`src/rtl/acc_cpu_pkg.sv`:
```
// Shared definitions for the accumulator CPU.
// Contents:
//   - opcode encodings (4-bit field at the top of each instruction word)
//   - FSM state encoding for the fetch/wait/exec/halt sequencer
//   - is_hlt(): recognises the halt form of the NOP opcode
package acc_cpu_pkg;

  localparam logic [3:0] OP_NOP  = 4'h0;  // NOP, or HLT when the operand is all-ones
  localparam logic [3:0] OP_MVB  = 4'h1;
  localparam logic [3:0] OP_LD   = 4'h2;
  localparam logic [3:0] OP_ST   = 4'h3;
  localparam logic [3:0] OP_XCHG = 4'h4;
  localparam logic [3:0] OP_JMP  = 4'h5;
  localparam logic [3:0] OP_JZ   = 4'h6;
  localparam logic [3:0] OP_JC   = 4'h7;
  localparam logic [3:0] OP_JNZ  = 4'h8;
  localparam logic [3:0] OP_JNC  = 4'h9;
  localparam logic [3:0] OP_MVA  = 4'hA;
  localparam logic [3:0] OP_AND  = 4'hB;
  localparam logic [3:0] OP_OR   = 4'hC;
  localparam logic [3:0] OP_NOT  = 4'hD;
  localparam logic [3:0] OP_ADD  = 4'hE;
  localparam logic [3:0] OP_SUB  = 4'hF;

  typedef enum logic [1:0] {
    ST_FETCH = 2'd0,
    ST_WAIT  = 2'd1,
    ST_EXEC  = 2'd2,
    ST_HALT  = 2'd3
  } state_t;

  // The caller reduces its operand with &opr so this stays width-independent.
  function automatic logic is_hlt(input logic [3:0] op, input logic opr_all_ones);
    return (op == OP_NOP) && opr_all_ones;
  endfunction

endpackage

```
`src/rtl/acc_cpu_alu.sv`:
```
// Combinational ALU for the accumulator CPU.
// Ports:
//   op     in  4       opcode of the instruction in EXEC
//   a, b   in  DATA_W  accumulator and B register
//   c_in   in  1       current carry flag (passed through for AND/OR/NOT)
//   res    out DATA_W  new accumulator value (only meaningful when wr=1)
//   z, c   out 1       new flags (only meaningful when wr=1)
//   wr     out 1       1 for AND/OR/NOT/ADD/SUB: result and flags are committed
module acc_cpu_alu
  import acc_cpu_pkg::*;
#(
  parameter int DATA_W = 8
) (
  input  logic [3:0]        op,
  input  logic [DATA_W-1:0] a,
  input  logic [DATA_W-1:0] b,
  input  logic              c_in,
  output logic [DATA_W-1:0] res,
  output logic              z,
  output logic              c,
  output logic              wr
);

  // One extra bit catches the carry on ADD and the borrow on SUB:
  // {0,a}-{0,b} has its top bit set exactly when a < b unsigned.
  logic [DATA_W:0] wide;

  always_comb begin
    wide = '0;
    res  = a;
    c    = c_in;
    wr   = 1'b0;
    case (op)
      OP_AND: begin res = a & b; wr = 1'b1; end
      OP_OR:  begin res = a | b; wr = 1'b1; end
      OP_NOT: begin res = ~a;    wr = 1'b1; end
      OP_ADD: begin
        wide = {1'b0, a} + {1'b0, b};
        res  = wide[DATA_W-1:0];
        c    = wide[DATA_W];
        wr   = 1'b1;
      end
      OP_SUB: begin
        wide = {1'b0, a} - {1'b0, b};
        res  = wide[DATA_W-1:0];
        c    = wide[DATA_W];
        wr   = 1'b1;
      end
      default: ;
    endcase
    z = (res == '0);
  end

endmodule

```
`src/rtl/acc_cpu_core.sv`:
```
// Multi-cycle accumulator CPU fetching from an external instruction memory.
// Ports:
//   clk        in   1       clock, all state on posedge
//   rst        in   1       synchronous active-high reset (dominates en)
//   en         in   1       1 = advance, 0 = hold every register
//   imem_addr  out  PC_W    registered instruction address
//   imem_data  in   IW      instruction word for imem_addr
//   halted     out  1       high while in the HALT state
//   a_out      out  DATA_W  A register
//   b_out      out  DATA_W  B register
//   pc_out     out  PC_W    program counter
//   ir_out     out  IW      instruction register
//   z_out      out  1       zero flag
//   c_out      out  1       carry/borrow flag
//
// Instruction memory contract: imem_addr is loaded in FETCH; the memory must
// present the word for that address on imem_data by the end of the following
// (WAIT) cycle, where it is captured into IR. There is no valid/ready pair:
// the core always waits exactly one cycle, and en=0 simply stretches it.
module acc_cpu_core
  import acc_cpu_pkg::*;
#(
  parameter int DATA_W = 8,
  parameter int PC_W   = 10,
  parameter int RAM_AW = 4,
  parameter int IW     = 4 + PC_W
) (
  input  logic              clk,
  input  logic              rst,
  input  logic              en,
  output logic [PC_W-1:0]   imem_addr,
  input  logic [IW-1:0]     imem_data,
  output logic              halted,
  output logic [DATA_W-1:0] a_out,
  output logic [DATA_W-1:0] b_out,
  output logic [PC_W-1:0]   pc_out,
  output logic [IW-1:0]     ir_out,
  output logic              z_out,
  output logic              c_out
);

  // Immediates are cut from the operand field, so it must be at least as wide.
  if (PC_W < DATA_W) begin : g_pcw_check
    $error("acc_cpu_core: PC_W must be >= DATA_W");
  end
  if (IW != 4 + PC_W) begin : g_iw_check
    $error("acc_cpu_core: IW must equal 4 + PC_W");
  end

  state_t              state_q, state_d;
  logic [PC_W-1:0]     pc_q;
  logic [PC_W-1:0]     addr_q;
  logic [IW-1:0]       ir_q;
  logic [DATA_W-1:0]   a_q, b_q;
  logic                z_q, c_q;
  logic [DATA_W-1:0]   ram [2**RAM_AW];

  // Instruction fields, always decoded from IR.
  logic [3:0]          op;
  logic [PC_W-1:0]     opr;
  logic [DATA_W-1:0]   imm;
  logic [RAM_AW-1:0]   ra;
  logic                hlt;
  logic                jump_taken;

  assign op  = ir_q[IW-1 -: 4];
  assign opr = ir_q[PC_W-1:0];
  assign imm = opr[DATA_W-1:0];
  assign ra  = opr[RAM_AW-1:0];
  assign hlt = is_hlt(op, &opr);

  // Conditions see the flags as they stand on entry to EXEC.
  always_comb begin
    jump_taken = 1'b0;
    case (op)
      OP_JMP: jump_taken = 1'b1;
      OP_JZ:  jump_taken = z_q;
      OP_JC:  jump_taken = c_q;
      OP_JNZ: jump_taken = ~z_q;
      OP_JNC: jump_taken = ~c_q;
      default: jump_taken = 1'b0;
    endcase
  end

  logic [DATA_W-1:0] alu_res;
  logic              alu_z, alu_c, alu_wr;

  acc_cpu_alu #(.DATA_W(DATA_W)) u_alu (
    .op   (op),
    .a    (a_q),
    .b    (b_q),
    .c_in (c_q),
    .res  (alu_res),
    .z    (alu_z),
    .c    (alu_c),
    .wr   (alu_wr)
  );

  // ---------------- FSM ----------------
  always_ff @(posedge clk) begin
    if (rst) state_q <= ST_FETCH;
    else     state_q <= state_d;
  end

  always_comb begin
    state_d = state_q;
    if (en) begin
      case (state_q)
        ST_FETCH: state_d = ST_WAIT;
        ST_WAIT:  state_d = ST_EXEC;
        ST_EXEC:  state_d = hlt ? ST_HALT : ST_FETCH;
        ST_HALT:  state_d = ST_HALT;
        default:  state_d = ST_FETCH;
      endcase
    end
  end

  // ---------------- datapath ----------------
  always_ff @(posedge clk) begin
    if (rst) begin
      pc_q   <= '0;
      addr_q <= '0;
      ir_q   <= '0;
      a_q    <= '0;
      b_q    <= '0;
      z_q    <= 1'b0;
      c_q    <= 1'b0;
    end else if (en) begin
      case (state_q)
        ST_FETCH: addr_q <= pc_q;
        ST_WAIT: begin
          ir_q <= imem_data;
          pc_q <= pc_q + PC_W'(1);
        end
        ST_EXEC: begin
          // The increment happened in WAIT; a taken jump replaces it.
          if (jump_taken) pc_q <= opr;
          case (op)
            OP_MVA:  a_q <= imm;
            OP_MVB:  b_q <= imm;
            OP_LD:   a_q <= ram[ra];
            OP_XCHG: begin
              a_q <= b_q;
              b_q <= a_q;
            end
            default: begin
              if (alu_wr) begin
                a_q <= alu_res;
                z_q <= alu_z;
                c_q <= alu_c;
              end
            end
          endcase
        end
        default: ;
      endcase
    end
  end

  // Scratch RAM is deliberately not reset; a reset cycle only blocks the write.
  always_ff @(posedge clk) begin
    if (!rst && en && (state_q == ST_EXEC) && (op == OP_ST)) begin
      ram[ra] <= a_q;
    end
  end

  assign imem_addr = addr_q;
  assign halted    = (state_q == ST_HALT);
  assign a_out     = a_q;
  assign b_out     = b_q;
  assign pc_out    = pc_q;
  assign ir_out    = ir_q;
  assign z_out     = z_q;
  assign c_out     = c_q;

endmodule
```
`config.mk`:
```
export PLATFORM = sky130hd
export DESIGN_NAME = acc_cpu_core
export DESIGN_NICKNAME = d
export VERILOG_FILES = /design/src/rtl/acc_cpu_pkg.sv /design/src/rtl/acc_cpu_alu.sv /design/src/rtl/acc_cpu_core.sv
export SDC_FILE = /design/constraint.sdc
export NUM_CORES = 1
export LEC_CHECK = 0
export BUFFER_PORTS_ARGS = -buffer_cell sky130_fd_sc_hd__clkbuf_2
export CAP_MARGIN = 25
export CORE_UTILIZATION = 54
export DETAILED_ROUTE_END_ITERATION = 8
export PLACE_DENSITY = 0.76
export SYNTH_ARGS = -nofsm -noshare
export SYNTH_HDL_FRONTEND = slang
export SYNTH_SLANG_ARGS = --single-unit
```
`constraint.sdc`:
```
create_clock -name clk -period 2.6 [get_ports clk]
set_clock_uncertainty 0.2 [all_clocks]
set_input_delay 0.65 -clock clk [delete_from_list [all_inputs] [get_ports clk]]
set_output_delay 0.65 -clock clk [all_outputs]
set_load 0.05 [all_outputs]
```
==> metrics.yaml, run 1 <==
cells_and_area:
  ff_latch_area_um2: 5032
  synthToLayoutAreaGrowth_pct: 23.30
  drive_gt1_share_pct: 33.25
  finalCoreUtilization_pct: 68.41
  nFillCells: 1095
  multi_input_area_um2: 3675
  fin_cells: 1067
  antennaDiodeCount: 0
  fin_nets: 882
setup_path:
  reg2reg_depth: 9
  worstPathMaxFanout: 5
  critPathArrivalTime_ns: 2.82
  required_ns: 2.77
  cp-start-kind: "register"
  r2r_end: "z_out"
  worst-setup-path-type: "reg -> reg"
  crit_path_end_kind: "register"
  rr_startpoint: "a_out[2]"
  r2r_slack_ns: -0.06
clock_network:
  cts-root-buf: "clkbuf_16"
  path_clk_slew_ns: 0.07
  cts_tree: "done"
  hold_buffers: 0
  numCtsBuffers: 17
  htreeDepth: 4
  clk_path_buf_depth: 2
  clkSinkCount: 186
  clk-insertion-delay-late_ns: 0.44
drt:
  route.detailed.drc: 0
  vias_per_cell: 6.382
  ant_nets: 0
  route.met3.wl_um: 2199
  dr.pass1.iters: 6
  vias: 6810
  wire_per_inst_um: 22.95
  m1WireLength_um: 9508
  first_iter_violations: 893
  met2WireLength_um: 11970
  top_layer: "met4"
  routed_wirelength_um: 24490
die:
  die_height_um: 130.0
  core_um2: 15940
  rows: 46
  dieArea_um2: 16900
  die_width_um: 130.0
  start_util_pct: 55.49
  ios: 70
placed_design:
  placedCellCount: 1032
  place.gp.congestion: 0.9390
  dp_hpwl_um: 16260
  port_buffers: 69
  place_ws_ns: -0.07502
logic_synthesis:
  synth_edf_count: 128
  ys_seq_elements: 186
  synth.avg_cell_area_um2: 12.49
  syn_nets: 752
  yosysWarnings: 0
  synth-xor-area-share_pct: 0.3960
  synth_area_um2: 8846
  synth-adder-area-share_pct: 3.989
  synth_compound_area_share_pct: 12.91
  synth_cells: 708
  synth_flop_cell: "edfxtp_1"
  synth_cell_types: 62
  synth-simple-area-share_pct: 10.59
  async_flop_share_pct: 0
  synth_mux_area_share_pct: 11.90
  seq_area_frac_synth_pct: 56.58
  synth_top_family_by_area: "compound AO/OA/AOI/OAI gates"
power:
  powerDensity_nw_per_um2: 586.2
  power_mw: 6.393
  leakagePower_nw: 3.898
  ir_drop_v: 0.0006546
hold_path:
  hp-class: "in -> reg"
  hold_path_depth: 3
  holdPathEnd: "ir_out[11]"
  worstHoldStart: "imem_data[11]"
timing:
  setup_viol: 3
  worstMarginPinSlew_ns: 0.7178
  fmax_mhz: 376.6
  fin_crit_ns: 2.656
  worst_slack_ns: -0.05563
  slew_headroom_pct: 52.09
  fin_hold_ws_ns: 0.2296
  rsz0062_at_grt: "true"
  hold_violations: 0
  fin_crit_sh_pct: 102.1
  final_max_slew_viol_count: 0
grt:
  groute.usage.overall_pct: 30.52
  first_global_vias: 6753
  grt_start_max_net_pins: 55
  overflow: 0
  antenna_found_initial: 0
  grt_pass1_wl_um: 37420
outcome:
  violations: "setup timing"
  outcome: "complete, but fails checks"
job:
  drv_cap: 0
-- kinds of logic after synthesis --
logic type / count (synthesis)
AO/OA/AOI/OAI: 168
XOR/XNOR: 4
AND/OR/NAND/NOR: 193
multiplexers: 54
buffers and inverters: 76
adder cells (fa/ha/maj): 27
flip-flops: 186
-- cells in the mapped netlist (3+ instances only) --
library cell,instances,area (um2)
a211oi_1,27,202.7
a21o_1,3,22.52
a21oi_1,43,215.2
a221o_1,7,70.07
a221oi_1,9,78.83
a22oi_1,8,60.06
a31oi_1,4,25.02
and2_1,6,37.54
and3_1,3,18.77
buf_1,6,22.52
buf_2,11,55.05
clkbuf_1,27,101.4
dfxtp_1,58,1161
edfxtp_1,128,3844
ha_1,25,312.8
inv_1,28,105.1
mux2i_1,14,140.1
mux4_1,3,78.83
mux4_2,37,833.3
nand2_1,59,221.5
nand2b_1,11,68.82
nand3_1,15,75.07
nand3b_1,3,22.52
nand4b_1,3,26.28
nor2_1,45,168.9
nor2b_1,20,125.1
nor3_1,15,75.07
o211a_1,4,40.04
o21a_1,5,37.54
o21ai_0,24,120.1
o221ai_1,3,26.28
o22ai_1,9,56.30
o31ai_1,5,37.54
or3_1,4,25.02
xor2_1,3,26.28
-- metal layers --
metal | track usage (%) | up-vias
met5 | 0 | -
met4 | 13.89 | 0
met3 | 5.166 | 74
met2 | 49.58 | 429
met1 | 40.52 | 3337
li1 | - | 2970
-- critical path, cell delays in order, from the launching register on --
cell and delay (ns):
dfxtp_4 0.35, inv_1 0.04, ha_2 0.39, nor3_4 0.08
o31ai_1 0.39, a21oi_2 0.10, o32a_1 0.34, nor4_2 0.38
o2111ai_1 0.16, o21ai_0 0.15
-- area by class of cell --
type | instances | share of cell area (%)
clock buffers | 20 | 4.187
well taps | 216 | 2.478
multi-input cells | 446 | 33.69
clock inverters | 12 | 1.698
repair buffers | 159 | 10.82
flip-flops and latches | 186 | 46.14
inverters | 28 | 0.9866
-- worst max path at each step --
stage | start | end | cells past startpoint
after floorplan | b_out[6] | a_out[7] | 10
after global placement | a_out[1] | a_out[6] | 11
after detailed placement | a_out[1] | a_out[6] | 11
after CTS | a_out[1] | c_out | 12
after global routing | a_out[1] | c_out | 12
final | a_out[2] | z_out | 9
-- registers in the layout (all words and copies together) (netlist names), named ones only --
name / cells
a_out: 8
b_out: 8
c_out: 1
imem_addr: 10
ir_out: 14
pc_out: 10
ram: 128
state_q: 2
z_out: 1
-- placed cells by master, fill, tap and decap left out, drive strengths merged, types with 24 or more instances in the layout --
master  instances
inv            31
edfxtp        128
dfxtp          58
buf            89
clkbuf         90
nor2           45
mux4           40
ha             25
a211oi         27
a21oi          43
o21ai          24
nand2          59
-- per-stage QoR --
stage | area (um2) | setup TNS [ns]
after global placement | 10100 | 0
final | 10910 | -0.1386
after global routing | 10910 | -0.4830
after CTS | 10800 | -0.02403
after detailed placement | 10100 | -0.2002
after floorplan | 8907 | -0.1997
-- power by group --
group / switching (mW) / leakage [nW] / internal, mW / total, mW
registers: 0.0398 / 1.62 / 3.14 / 3.18
logic: 0.244 / 1.96 / 0.160 / 0.404
clock network: 1.13 / 0.316 / 1.68 / 2.81
total: 1.42 / 3.90 / 4.98 / 6.39
-- what timing repair did --
action	CTS	global route
endpoints found under the hold margin	0	0
endpoints found under the setup margin	9	13
gates cloned	0	1
gates resized for setup	13	24
setup buffers	1	1
pin swaps	4	10
No activity file was read; power rests on OpenSTA's default activity.
==> inputs of run 2 (changes only) <==
--- a/config.mk
+++ b/config.mk
@@ -12,4 +12,5 @@
 export PLACE_DENSITY = 0.76
 export SYNTH_ARGS = -nofsm -noshare
 export SYNTH_HDL_FRONTEND = slang
+export SYNTH_HIERARCHICAL = 1
 export SYNTH_SLANG_ARGS = --single-unit
==> run 2 against run 1 <==
The run still ends with setup timing left. Sequential power barely moved. Synthesized cell count rose by 7.2%. Clock power fell by 10%. Cell count rose by 7.0%. Sequential share of layout area fell by 1.4 points. Power fell by 5.4%. Worst hold slack improved by 0.0039 ns. Register-to-register slack got worse by 0.30 ns. Critical endpoint unchanged. Largest cell class unchanged.
==> metrics.yaml, run 2 <==
timing:
  fin_crit_sh_pct: 113.7  # +12 points
  slew_headroom_pct: 52.53  # +0.44 points
  fin_hold_ws_ns: 0.2334  # +0.003857 ns
  worstMarginPinSlew_ns: 0.7120  # -0.005859 ns
  hold_violations: 0  # unchanged
  fmax_mhz: 338.3  # -10%
  fin_crit_ns: 2.956  # +0.3000 ns
  worst_slack_ns: -0.3556  # -0.3000 ns
  setup_viol: 10  # +7
  rsz0062_at_grt: "true"
  final_max_slew_viol_count: 0  # unchanged
grt:
  antenna_found_initial: 0  # unchanged
  busiest_layer: "met2"
  grt_start_max_net_pins: 49  # -11%
  overflow: 0  # unchanged
  first_global_vias: 6761  # +0.12%
  groute.usage.overall_pct: 28.36  # -2.2 points
  grtUsageMet2_pct: 46.10  # -3.5 points
  grt_use_met1_pct: 37.76  # -2.8 points
  grt_pass1_wl_um: 37050  # -0.99%
  use_met3_pct: 6.404  # +1.2 points
setup_path:
  reg2reg_depth: 11  # +2
  required_ns: 2.76  # about the same
  rr_startpoint: "b_out[0]"
  r2r_end: "z_out"
  r2r_slack_ns: -0.36  # -0.30 ns
  crit_path_end_kind: "register"
  startpoint: "b_out[0]"
  worstPathMaxFanout: 5  # unchanged
  critPathCapture: "z_out"
  cp-start-kind: "register"
  worst-setup-path-type: "reg -> reg"
  critPathArrivalTime_ns: 3.11  # +0.29 ns
cells_and_area:
  drive_gt1_share_pct: 35.42  # +2.2 points
  fin_nets: 957  # +8.5%
  stdcell_area_um2: 11290  # +3.5%
  top_register: "ram"
  synthToLayoutAreaGrowth_pct: 25.01
  largest_register_ff_count: 128  # unchanged
  layout_commonest_cell: "edfxtp_1"
  antennaDiodeCount: 0  # unchanged
  final_cell_mix: "edfxtp_1 (128), buf_4 (110), nor2_1 (72), clkbuf_2 (69), mux2i_1 (55)"
logic_synthesis:
  synth_area_um2: 9034  # +2.1%
  synth_common_cells: "edfxtp_1 (128), nor2_1 (73), dfxtp_1 (58)"
  synth_compound_area_share_pct: 13.78  # +0.87 points
  synth_cell_types: 78  # +26%
  synth_cells: 759  # +7.2%
  synth_mux_area_share_pct: 10.46  # -1.4 points
  ys_seq_elements: 186  # unchanged
  yosysWarnings: 6  # +6
  synth.avg_cell_area_um2: 11.90  # -4.7%
  syn_nets: 803  # +6.8%
  synth_top_family_by_area: "compound AO/OA/AOI/OAI gates"
  synth_top_area_share_pct: 42.55  # -0.90 points
  synth_flop_cell: "edfxtp_1"
  async_flop_share_pct: 0  # unchanged
  synth_area_leaders: "edfxtp_1 (43%), dfxtp_1 (13%), mux2i_1 (6.1%), mux4_2 (4.0%), ha_1 (3.5%)"
  synth-xor-area-share_pct: 0.5817  # +0.19 points
  seq_area_frac_synth_pct: 55.40  # -1.2 points
  synth-adder-area-share_pct: 3.906  # -0.083 points
  synth.largest_area_cell: "edfxtp_1"
  synth.most_common_cell: "edfxtp_1"
  synth-simple-area-share_pct: 11.37  # +0.78 points
  synth_edf_count: 128  # unchanged
die:
  die_width_um: 131.3  # +1.0%
  dieArea_um2: 17250  # +2.1%
  ios: 70  # unchanged
  rows: 46  # unchanged
  core_um2: 16120  # +1.1%
  start_util_pct: 56.06  # +0.57 points
  die_height_um: 131.3  # +1.0%
placed_design:
  port_buffers: 69  # unchanged
  place_area_um2: 10340  # +2.4%
  dp_hpwl_um: 16550  # +1.7%
  place.gp.congestion: 0.9084  # -3.3%
clock_network:
  hold_buffers: 0  # unchanged
  path_clk_slew_ns: 0.07  # about the same
  numCtsBuffers: 17  # unchanged
  cts-root-buf: "clkbuf_16"
  cts_tree: "done"
  clk_path_buf_depth: 2  # unchanged
  clkSinkCount: 186  # unchanged
  htreeDepth: 4  # unchanged
  clk-insertion-delay-late_ns: 0.43  # about the same
outcome:
  violations: "setup timing"
  outcome: "complete, but fails checks"
hold_path:
  hp-class: "in -> reg"
power:
  power_mw: 6.049  # -5.4%
  leakagePower_nw: 4.357  # +12%
  powerDensity_nw_per_um2: 535.6  # -8.6%
  ir_drop_v: 0.0004522  # -31%
drt:
  vias: 6884  # +1.1%
  ant_nets: 0  # unchanged
  route.detailed.drc: 0  # unchanged
  wire_per_inst_um: 21.07  # -8.2%
  routed_wirelength_um: 24070  # -1.7%
  dr.pass1.iters: 5  # -1
  vias_per_cell: 6.028  # -5.6%
  first_iter_violations: 587  # -34%
job:
  drv_cap: 0  # unchanged
-- run 2: changes by cell type after synthesis, sizes merged, moves of 10 or more --
cell	before	now
buf	21	31
nor2	45	74
a22oi	8	24
mux4	40	16
a21oi	43	53
a211oi	27	2
nor2b	20	9
mux2i	14	55
-- run 2: how the worst min path moves through the flow --
stage | start | end | slack [ns] | cells after the start
2_1_floorplan | state_q[0] | state_q[0] | 0.38 | 2
3_3_place_gp | imem_addr[8] | imem_addr[8] | 0.27 | 2
3_5_place_dp | imem_addr[8] | imem_addr[8] | 0.29 | 2
4_1_cts | imem_data[11] | ir_out[11] | 0.22 | 3
5_1_grt | imem_data[11] | ir_out[11] | 0.23 | 3
6_report | imem_data[11] | ir_out[11] | 0.23 | 3
-- run 2: cells by family (layout without fill, tap and decap cells) --
logic type,Yosys count,after routing
simple gates,206,206
flops,186,186
compound gates,180,180
buf+inv,80,247
mux,74,74
fa+ha+maj,27,27
xor+xnor,6,6
-- run 2: per-layer routing --
metal | share of wire (%) | up-vias
li1 | - | 3184
met1 | 42 | 3356
met2 | 48 | 297
met3 | 7.6 | 47
met4 | 2.4 | 0
met5 | 0 | -
-- run 2: metrics by stage --
| step | TNS [ns] | instances | worst slack, ns | util (%) |
|---|---|---|---|---|
| global route | -2.580 | 1142 | -0.4578 | 70.08 |
| global placement | -1.379 | 1103 | -0.3232 | 64.18 |
| detailed placement | -1.823 | 1103 | -0.3879 | 64.18 |
| CTS | -1.481 | 1139 | -0.3330 | 69.19 |
| finish | -1.537 | 1142 | -0.3556 | 70.08 |
| floorplan | -0.7117 | 759 | -0.2932 | - |
-- run 2: cell type report --
cell class                      count  area, um2
Inverter                           30      118.9
Timing Repair Buffer              185       1274
Clock buffer                       21      481.7
Tap cell                          216      270.3
Sequential cell                   186       5050
Fill cell                        1178       4822
Clock inverter                     11      100.1
Multi-Input combinational cell    493       3999
-- run 2: power breakdown --
group | internal (mW) | switching [mW] | total, mW
registers | 3.13 | 0.0342 | 3.17
logic | 0.134 | 0.233 | 0.367
clock network | 1.36 | 1.15 | 2.52
-- run 2: timing repair --
action | 4_1_cts | 5_1_grt
resized for setup | 33 | 25
setup buffers | 4 | 3
endpoints found under the setup margin | 9 | 26
pin swaps | 20 | 23
cloned | 0 | 0
-- run 2: critical path, cell delays in order (launching register included) --
cell      delay (ns)
dfxtp_4         0.38
ha_4            0.17
fa_2            0.40
a211oi_4        0.28
nor2_1          0.08
nor2_1          0.09
nor3_1          0.05
o32a_1          0.37
or4b_4          0.50
nor4_2          0.17
mux2i_1         0.10
nor2_1          0.10
